--- config.mk ---
export PLATFORM = sky130hd
export DESIGN_NAME = nn_layer_engine
export DESIGN_NICKNAME = d
export VERILOG_FILES = /design/src/rtl/nn_layer_engine.sv
export SDC_FILE = /design/constraint.sdc
export NUM_CORES = 1
export LEC_CHECK = 0
export ABC_AREA = 1
export CAP_MARGIN = 20
export CORE_UTILIZATION = 55
export CTS_BUF_LIST = sky130_fd_sc_hd__clkbuf_16
export CTS_CLUSTER_DIAMETER = 30
export DETAILED_ROUTE_END_ITERATION = 12
export GPL_ROUTABILITY_DRIVEN = 0
export PLACE_DENSITY = 0.73
export SLEW_MARGIN = 10
export SYNTH_ARGS = -nofsm -noshare
export SYNTH_HDL_FRONTEND = slang
export SYNTH_SLANG_ARGS = --single-unit
--- constraint.sdc ---
create_clock -name clk_i -period 8.1 [get_ports clk_i]
set_clock_uncertainty 0.15 [all_clocks]
set_input_delay 2.025 -clock clk_i [delete_from_list [all_inputs] [get_ports clk_i]]
set_output_delay 2.025 -clock clk_i [all_outputs]
set_load 0.1 [all_outputs]
--- src/rtl/nn_layer_engine.sv ---
// Fully-connected layer engine: streams weights and biases from an external memory,
// accumulates signed fixed-point dot products, then scales, saturates and optionally applies ReLU.
module nn_layer_engine #(
    parameter int DATA_LEN     = 16,
    parameter int FRAC_BITS    = 8,
    parameter int IN_COUNT     = 4,
    parameter int NEURON_COUNT = 4,
    parameter int ADDR_LEN     = 16,
    localparam int XIDX_W      = (IN_COUNT > 1) ? $clog2(IN_COUNT) : 1,
    localparam int YIDX_W      = (NEURON_COUNT > 1) ? $clog2(NEURON_COUNT) : 1
) (
    input  logic                       clk_i,
    input  logic                       reset_ni,
    input  logic                       start_i,
    input  logic                       relu_i,
    input  logic [ADDR_LEN-1:0]        base_addr_i,
    input  logic                       x_we_i,
    input  logic [XIDX_W-1:0]          x_idx_i,
    input  logic signed [DATA_LEN-1:0] x_data_i,
    output logic                       mem_rd_o,
    output logic [ADDR_LEN-1:0]        mem_addr_o,
    input  logic signed [DATA_LEN-1:0] mem_data_i,
    output logic                       y_valid_o,
    output logic [YIDX_W-1:0]          y_idx_o,
    output logic signed [DATA_LEN-1:0] y_data_o,
    output logic                       y_sat_o,
    output logic                       busy_o,
    output logic                       done_o
);

    localparam int K_W    = $clog2(IN_COUNT + 1);
    localparam int ACC_W  = 2 * DATA_LEN + K_W;
    localparam int STRIDE = IN_COUNT + 1;
    localparam logic signed [ACC_W-1:0] SAT_MAX = {{(ACC_W-DATA_LEN+1){1'b0}}, {(DATA_LEN-1){1'b1}}};
    localparam logic signed [ACC_W-1:0] SAT_MIN = {{(ACC_W-DATA_LEN+1){1'b1}}, {(DATA_LEN-1){1'b0}}};

    typedef enum logic [2:0] {IDLE, READ, ACC, OUT, DONE} state_t;

    // Returns {saturated, value}: floor-shift out the fraction, clamp, then optional ReLU.
    function automatic logic [DATA_LEN:0] scale_sat(input logic signed [ACC_W-1:0] acc,
                                                    input logic relu);
        logic signed [ACC_W-1:0] shifted;
        logic [DATA_LEN-1:0]     val;
        logic                    sat;
        shifted = acc >>> FRAC_BITS;
        if (shifted > SAT_MAX) begin
            val = SAT_MAX[DATA_LEN-1:0];
            sat = 1'b1;
        end else if (shifted < SAT_MIN) begin
            val = SAT_MIN[DATA_LEN-1:0];
            sat = 1'b1;
        end else begin
            val = shifted[DATA_LEN-1:0];
            sat = 1'b0;
        end
        if (relu && val[DATA_LEN-1]) begin
            val = '0;
        end else begin
            val = val;
        end
        return {sat, val};
    endfunction

    state_t                      state_r, state_nxt_s;
    logic [YIDX_W-1:0]           n_r, n_nxt_s;
    logic [K_W-1:0]              k_r, k_nxt_s;
    logic signed [ACC_W-1:0]     acc_r, acc_nxt_s;
    logic                        relu_r, relu_nxt_s;
    logic [ADDR_LEN-1:0]         base_r, base_nxt_s;
    logic signed [DATA_LEN-1:0]  x_r [IN_COUNT];

    logic signed [2*DATA_LEN-1:0] prod_s;
    logic signed [ACC_W-1:0]      prod_ext_s;
    logic signed [ACC_W-1:0]      bias_ext_s;
    logic [ADDR_LEN-1:0]          addr_s;
    logic [DATA_LEN:0]            sat_s;

    logic                        mem_rd_r, y_valid_r, y_sat_r, busy_r, done_r;
    logic [ADDR_LEN-1:0]         mem_addr_r;
    logic [YIDX_W-1:0]           y_idx_r;
    logic signed [DATA_LEN-1:0]  y_data_r;

    // Datapath terms: weight product, bias aligned to the product's binary point, read address.
    always_comb begin
        prod_s     = mem_data_i * x_r[k_r[XIDX_W-1:0]];
        prod_ext_s = {{(ACC_W-2*DATA_LEN){prod_s[2*DATA_LEN-1]}}, prod_s};
        bias_ext_s = {{(ACC_W-DATA_LEN-FRAC_BITS){mem_data_i[DATA_LEN-1]}}, mem_data_i,
                      {FRAC_BITS{1'b0}}};
        addr_s     = base_nxt_s + ADDR_LEN'(n_nxt_s) * ADDR_LEN'(STRIDE) + ADDR_LEN'(k_nxt_s);
        sat_s      = scale_sat(acc_nxt_s, relu_r);
    end

    // Next-state and control-register update for the sequencer.
    always_comb begin
        state_nxt_s = state_r;
        n_nxt_s     = n_r;
        k_nxt_s     = k_r;
        acc_nxt_s   = acc_r;
        relu_nxt_s  = relu_r;
        base_nxt_s  = base_r;
        case (state_r)
            IDLE: begin
                if (start_i) begin
                    relu_nxt_s  = relu_i;
                    base_nxt_s  = base_addr_i;
                    n_nxt_s     = '0;
                    k_nxt_s     = '0;
                    acc_nxt_s   = '0;
                    state_nxt_s = READ;
                end else begin
                    state_nxt_s = IDLE;
                end
            end
            READ: state_nxt_s = ACC;
            ACC: begin
                if (k_r == K_W'(IN_COUNT)) begin
                    acc_nxt_s   = acc_r + bias_ext_s;
                    state_nxt_s = OUT;
                end else begin
                    acc_nxt_s   = acc_r + prod_ext_s;
                    k_nxt_s     = k_r + K_W'(1);
                    state_nxt_s = READ;
                end
            end
            OUT: begin
                acc_nxt_s = '0;
                k_nxt_s   = '0;
                if (n_r == YIDX_W'(NEURON_COUNT - 1)) begin
                    state_nxt_s = DONE;
                end else begin
                    n_nxt_s     = n_r + YIDX_W'(1);
                    state_nxt_s = READ;
                end
            end
            DONE:    state_nxt_s = IDLE;
            default: state_nxt_s = IDLE;
        endcase
    end

    // Sequencer state plus outputs registered from the upcoming state so they align with it.
    always_ff @(posedge clk_i or negedge reset_ni) begin
        if (!reset_ni) begin
            state_r    <= IDLE;
            n_r        <= '0;
            k_r        <= '0;
            acc_r      <= '0;
            relu_r     <= 1'b0;
            base_r     <= '0;
            mem_rd_r   <= 1'b0;
            mem_addr_r <= '0;
            busy_r     <= 1'b0;
            done_r     <= 1'b0;
            y_valid_r  <= 1'b0;
            y_idx_r    <= '0;
            y_data_r   <= '0;
            y_sat_r    <= 1'b0;
        end else begin
            state_r    <= state_nxt_s;
            n_r        <= n_nxt_s;
            k_r        <= k_nxt_s;
            acc_r      <= acc_nxt_s;
            relu_r     <= relu_nxt_s;
            base_r     <= base_nxt_s;
            mem_rd_r   <= (state_nxt_s == READ);
            mem_addr_r <= (state_nxt_s == READ) ? addr_s : '0;
            busy_r     <= (state_nxt_s != IDLE);
            done_r     <= (state_nxt_s == DONE);
            y_valid_r  <= (state_nxt_s == OUT);
            if (state_nxt_s == OUT) begin
                y_idx_r  <= n_r;
                y_data_r <= sat_s[DATA_LEN-1:0];
                y_sat_r  <= sat_s[DATA_LEN];
            end
        end
    end

    // Input-vector register file; frozen while a run is in progress.
    always_ff @(posedge clk_i or negedge reset_ni) begin
        if (!reset_ni) begin
            for (int i = 0; i < IN_COUNT; i++) begin
                x_r[i] <= '0;
            end
        end else if (x_we_i && !busy_r) begin
            for (int i = 0; i < IN_COUNT; i++) begin
                if (x_idx_i == XIDX_W'(i)) begin
                    x_r[i] <= x_data_i;
                end
            end
        end
    end

    assign mem_rd_o   = mem_rd_r;
    assign mem_addr_o = mem_addr_r;
    assign busy_o     = busy_r;
    assign done_o     = done_r;
    assign y_valid_o  = y_valid_r;
    assign y_idx_o    = y_idx_r;
    assign y_data_o   = y_data_r;
    assign y_sat_o    = y_sat_r;

endmodule

; Word-level counts from Yosys, hierarchy flattened
; Cells that the tools add are included.
[word_totals]
in_bits = 55
out_inout_bits = 39
wordCells = 80
ff_bits = 163
[op_classes]
order_cmp = 3
addsub = 6
reduce_logical = 13
n_mul = 2
bitwise_logic = 1
mux = 24
eq_ne = 12
[op_table]
columns = cell, n
row1 = $mux W16, 8
row2 = $pmux W35 S3, 1
row3 = $mux W35, 2
row4 = $add A35 B24 Y35, 1
row5 = $add A35 B32 Y35, 1
row6 = $bmux W16 S2, 1
row7 = $mul A16 B16 Y32, 1
row8 = $gt A27 B16 Y1 const B, 1
row9 = $lt A27 B16 Y1 const B, 1
row10 = $add A16 B3 Y16, 1
row11 = $add A16 B5 Y16, 1
row12 = $pmux W3 S4, 1
row13 = $reduce_and A2 Y1, 6
row14 = $eq A3 B2 Y1 const B, 3
row15 = $mux W3, 3
row16 = $pmux W3 S3, 1
row17 = $eq A2 B2 Y1 const B, 3
row18 = $eq A3 B1 Y1 const B, 2
row19 = $eq A3 B3 Y1 const B, 2
row20 = $mux W2, 3
row21 = $reduce_bool A3 Y1, 2
row22 = $mul A2 B3 Y5 const B, 1
row23 = $pmux W2 S2, 1
row24 = $add A3 B1 Y3 const B, 1
row25 = other kinds (10), 13

; Logic depth before layout (Yosys ltp)
[depth]
word_depth = 13
depth_mapped = 44
mapped_depth_nobuf = 40

; Worst setup path after synthesis
; Ideal clock, no wire load.
[synth_path]
kind = input-to-reg
from = input port mem_data_i[15]
to = register y_data_r[10] (netlist: y_data_o[10])
setup_time_ps = 120
slack_ps = -114
path_buffers = 2
t_required_ps = 7830
t_arrival_ps = 7944
cell_stages = 35
path_cell_list = buf_2 > inv_1 > nor2_1 > inv_1 > fa_1 > inv_1 > fa_1 > inv_1 > fa_1 > fa_1 > inv_1 > fa_1 > inv_1 > fa_1 > inv_1 > ha_1 > nand2_1 > inv_1 > nand2_2 > nor2_2 > and3_1 > nand2_1 > nand2_1 > nor2_1 > nor2_2 > nor2_1 > nor2_1 > nand3_1 > nor2_1 > nand4_1 > nand2_2 > buf_6 > nand2_1 > nand3_1 > nand2_1
[synth_via]
elab_chain_cells = 9
elab_cells_between_ends = 11
classes_between = 2 x add/sub / 1 x mul / 2 x order compare / 5 x mux / 1 x reduce/logical
[synth_rtl]
columns = element, line_no
row1 = start: declaration, 22  ; input logic signed [DATA_LEN-1:0] mem_data_i,
row2 = $mul A16 B16 Y32, 85  ; prod_s = mem_data_i * x_r[k_r[XIDX_W-1:0]];
row3 = $add A35 B32 Y35, 120  ; acc_nxt_s = acc_r + prod_ext_s;
row4 = $mux W35 *, 116  ; if (k_r == K_W'(IN_COUNT)) begin
row5 = $pmux W35 S3 *, 101  ; case (state_r)
row6 = $lt A27 B16 Y1, 49  ; end else if (shifted < SAT_MIN) begin
row7 = $mux W16, 49
row8 = $mux W16 *, 46  ; if (shifted > SAT_MAX) begin
row9 = $logic_and A1 B1 Y1, 56  ; if (relu && val[DATA_LEN-1]) begin
row10 = $mux W16 *, 56
row11 = end signal: assignment, 171  ; y_data_r <= sat_s[DATA_LEN-1:0];
row12 = end: declaration, 81  ; logic signed [DATA_LEN-1:0] y_data_r;
; Every way passes the cells marked *; elsewhere a longest branch is shown, timed or not.
; A chain may end at the register's enable or synchronous reset.

; Worst setup path after layout
[layout_path]
from = input port mem_data_i[8]
to = register y_data_r[10] (netlist: y_data_o[10])
[layout_via]
elab_chain_cells = 9
elab_cells_between_ends = 11
classes_between = 2 x add/sub / 1 x mul / 2 x order compare / 5 x mux / 1 x reduce/logical
[layout_rtl]
columns = element, line_no
row1 = $mul A16 B16 Y32, 85
row2 = $add A35 B32 Y35, 120
row3 = $mux W35 *, 116
row4 = $pmux W35 S3 *, 101
row5 = net acc_nxt_s[29], 67  ; logic signed [ACC_W-1:0] acc_r, acc_nxt_s;
row6 = $lt A27 B16 Y1, 49
row7 = $mux W16, 49
row8 = $mux W16 *, 46
row9 = $logic_and A1 B1 Y1, 56
row10 = $mux W16 *, 56
; The timed path passes the listed nets; every way through them passes the cells marked *.

==> results by group <==
STA
  – Slew Limit Fails: 0
  – Worst slew pin tran: 1040 ps
  – Minimum clock period: 7970 ps
  – Final setup margin: 132 ps
  – Final Cycle Share: 98.4%
  – Final setup viols: 0
  – Final hold violations: 0
  – Achievable clock frequency: 125 MHz
  – Relative slew slack: 30.7%
  – Hold slack final: 334 ps

Route
  – Final ANT Viol Nets: 0
  – Via count: 19,700
  – Drt first pass iters: 6
  – WL final: 64.7 mm
  – DR WL/cell: 17.8 um
  – # DRC: 0
  – Initial DRC count: 1,822
  – Vias per inst: 5.42

Floorplanning
  – Site row count: 72
  – Die H: 200 um
  – Ports: 94
  – Initial Utilization: 55.7%
  – Die area: 0.0399 sq mm
  – Die Wd: 200 um
  – Core footprint: 0.0386 sq mm

Finish
  – Diodes inserted: 0
  – Filler Cells Inserted: 2,879
  – P&R area growth vs syn: 23.2%
  – Final nets: 3,612
  – Register cell area after layout: 0.00408 sq mm
  – Layout cell share with drive strength beyond 1: 18.5%
  – Area of the multi-input gates: 0.0158 sq mm

GRT
  – Largest net degree at the start of global routing: 93
  – Number of global-route vias before repair: 20,000
  – Initial antenna violation count: 0
  – First-pass GRT wire length: 104 mm
  – Remaining global-route overflow: 0
  – Gr usage total: 34.1%

Worst hold path
  – Worst hold path cell count: 2
  – Tightest Hold Check Type: flop to flop
  – Worst hold start: base_r[3]

Outcome
  – Status: finished, final reports clean

Run
  – Max-Cap Viols: 0

Synthesis
  – Post-synthesis sequential area ratio: 18.9%
  – Synth unique cells: 50
  – Syn. warnings: 0
  – Post-synthesis instance area: 0.0215 sq mm
  – Number of synthesized register bits: 163
  – Mapped Cells: 2,822
  – Post-Syn Nets: 3,335
  – Synth Area per Inst: 7.63 sq um

Placement
  – Port-buffer cells: 93
  – Post-placement setup slack: -1180 ps
  – Dpl hpwl: 50.5 mm

Clocking
  – Clock buffer count from CTS: 17
  – CTS Sinks: 163
  – H-Tree Level Count: 4
  – CTS tree: done
  – Clock transition at path regs: 80 ps
  – Skew-Pair Late Insertion Delay: 460 ps
  – CTS Hold Buffers Added: 0
  – Root Buffer: clkbuf_16
  – CTS Buffer Depth: 2

Worst setup path
  – Crit end category: flop
  – Crit start category: input port
  – Largest stage delay, worst path: 580 ps
  – Worst r2r src: k_r[0]
  – Critical Path RT: 8350 ps
  – Crit-path slowest cell: fa_1
  – R2R setup slack: 390 ps
  – CP Launch Point: mem_data_i[8]
  – Reg2Reg Depth: 37
  – Max FO, Critical Path: 8
  – Critical Path AT: 8210 ps
  – Crit Path Class: input port to flop
## cells in the mapped netlist, drive strengths merged
master  count  area [sq um]
or2        11          71.3
clkbuf     47           176
a22o        6          52.6
a21boi      2          15.0
fa        314          6290
dfrtp     163          4080
nor2      271          1090
nand3b      2          15.0
o31ai       2          15.0
and2        3          18.8
nand4      18           113
nand3     141           756
or3         1          6.26
clkinv      7          26.3
xnor2      21           191
nor3       12          85.1
o211ai      3          22.5
buf        22           121
xor2       11          96.3
o21bai      6          48.8
o21ai     108           548
nor4        2          18.8
a31oi       2          12.5
nand2     794          3040
a21oi      68           344
mux2i       1          10.0
ha        144          1800
a32o       10           100
inv       629          2370
and3        1          6.26
## flip-flops by register name, summed over array words and instances (netlist names)
signal and flops:
x_r 64, acc_r 35, base_r 16, mem_addr_o 16
y_data_o 16, k_r 3, state_r 3, n_r 2
y_idx_o 2, busy_o 1, done_o 1, mem_rd_o 1
relu_r 1, y_sat_o 1, y_valid_o 1
## layout by cell type, fill, tap and decap left out, types with 6 or more instances in the layout
cell	n
nand2_1	714
inv_1	589
fa_1	291
nor2_1	204
buf_4	192
dfrtp_1	163
ha_1	118
nand3_1	117
o21ai_0	101
clkdlybuf4s50_1	76
nand2_2	61
a21oi_1	55
nor2_2	40
inv_2	31
nor2_4	27
ha_4	25
fa_2	23
nand3_2	22
buf_6	22
xnor2_1	20
nand2_4	20
nand4_1	18
clkbuf_16	17
a21oi_2	11
xor2_1	11
or2_2	10
a32o_1	10
buf_12	10
inv_4	7
buf_8	7
clkinv_1	6
nor3_1	6
a22o_1	6
## area by class of cell
class | count | share of cell area [%]
multi-input combinational | 1955 | 59.6
clock buffer | 17 | 1.60
tap | 518 | 2.44
clock inverter | 15 | 0.802
sequential | 163 | 15.4
timing repair buffer | 326 | 11.1
inverter | 636 | 9.13
## per-layer routing
layer	routed length [um]	GRT usage [%]
met5	0	0
met4	2830	14.5
met3	5840	6.12
met2	30400	54.7
met1	25600	45.5
## timing repair
action / in CTS / in global routing
pin swaps: 58 / 119
resized for setup: 175 / 184
cloned: 3 / 1
setup buffers: 13 / 20
setup endpoints to repair: 18 / 17
## worst paths after layout
path / end
setup / recovery: y_data_o[10]
hold / removal: base_r[3]
setup reg to reg: y_data_o[10]
hold reg to reg: base_r[3]
max in group asynchronous: acc_r[28]
min in group asynchronous: x_r[21]
## logic make-up after synthesis
logic type	Yosys count	share of synthesized area, %
flip-flops	163	18.9
buffers and inverters	705	12.5
AO/OA/AOI/OAI	207	5.38
adder cells (fa/ha/maj)	458	37.6
AND/OR/NAND/NOR	1256	24.2
multiplexers	1	0.0465
XOR/XNOR	32	1.34
## worst max-delay path: cells and delay by family
| kind | cells | cell delay [ps] |
|---|---|---|
| AOI/OAI and AO/OA | 1 | 140 |
| adders and majority gates | 7 | 3530 |
| buffers and inverters | 8 | 840 |
| and+or+nand+nor | 18 | 1670 |
## metrics by stage
stage	cells	TNS [ps]	instance area, sq um	util [%]
after CTS	3605	0	25800	66.7
after global routing	3630	-493	26500	68.7
after detailed placement	3557	-23600	24400	63.1
final	3630	0	26500	68.7
after global placement	3557	-20880	24400	63.1
after floorplan	2822	0	21500	-
Power is not shown: default switching activity piles up to over one toggle a cycle in this logic, so the estimate is an artifact.
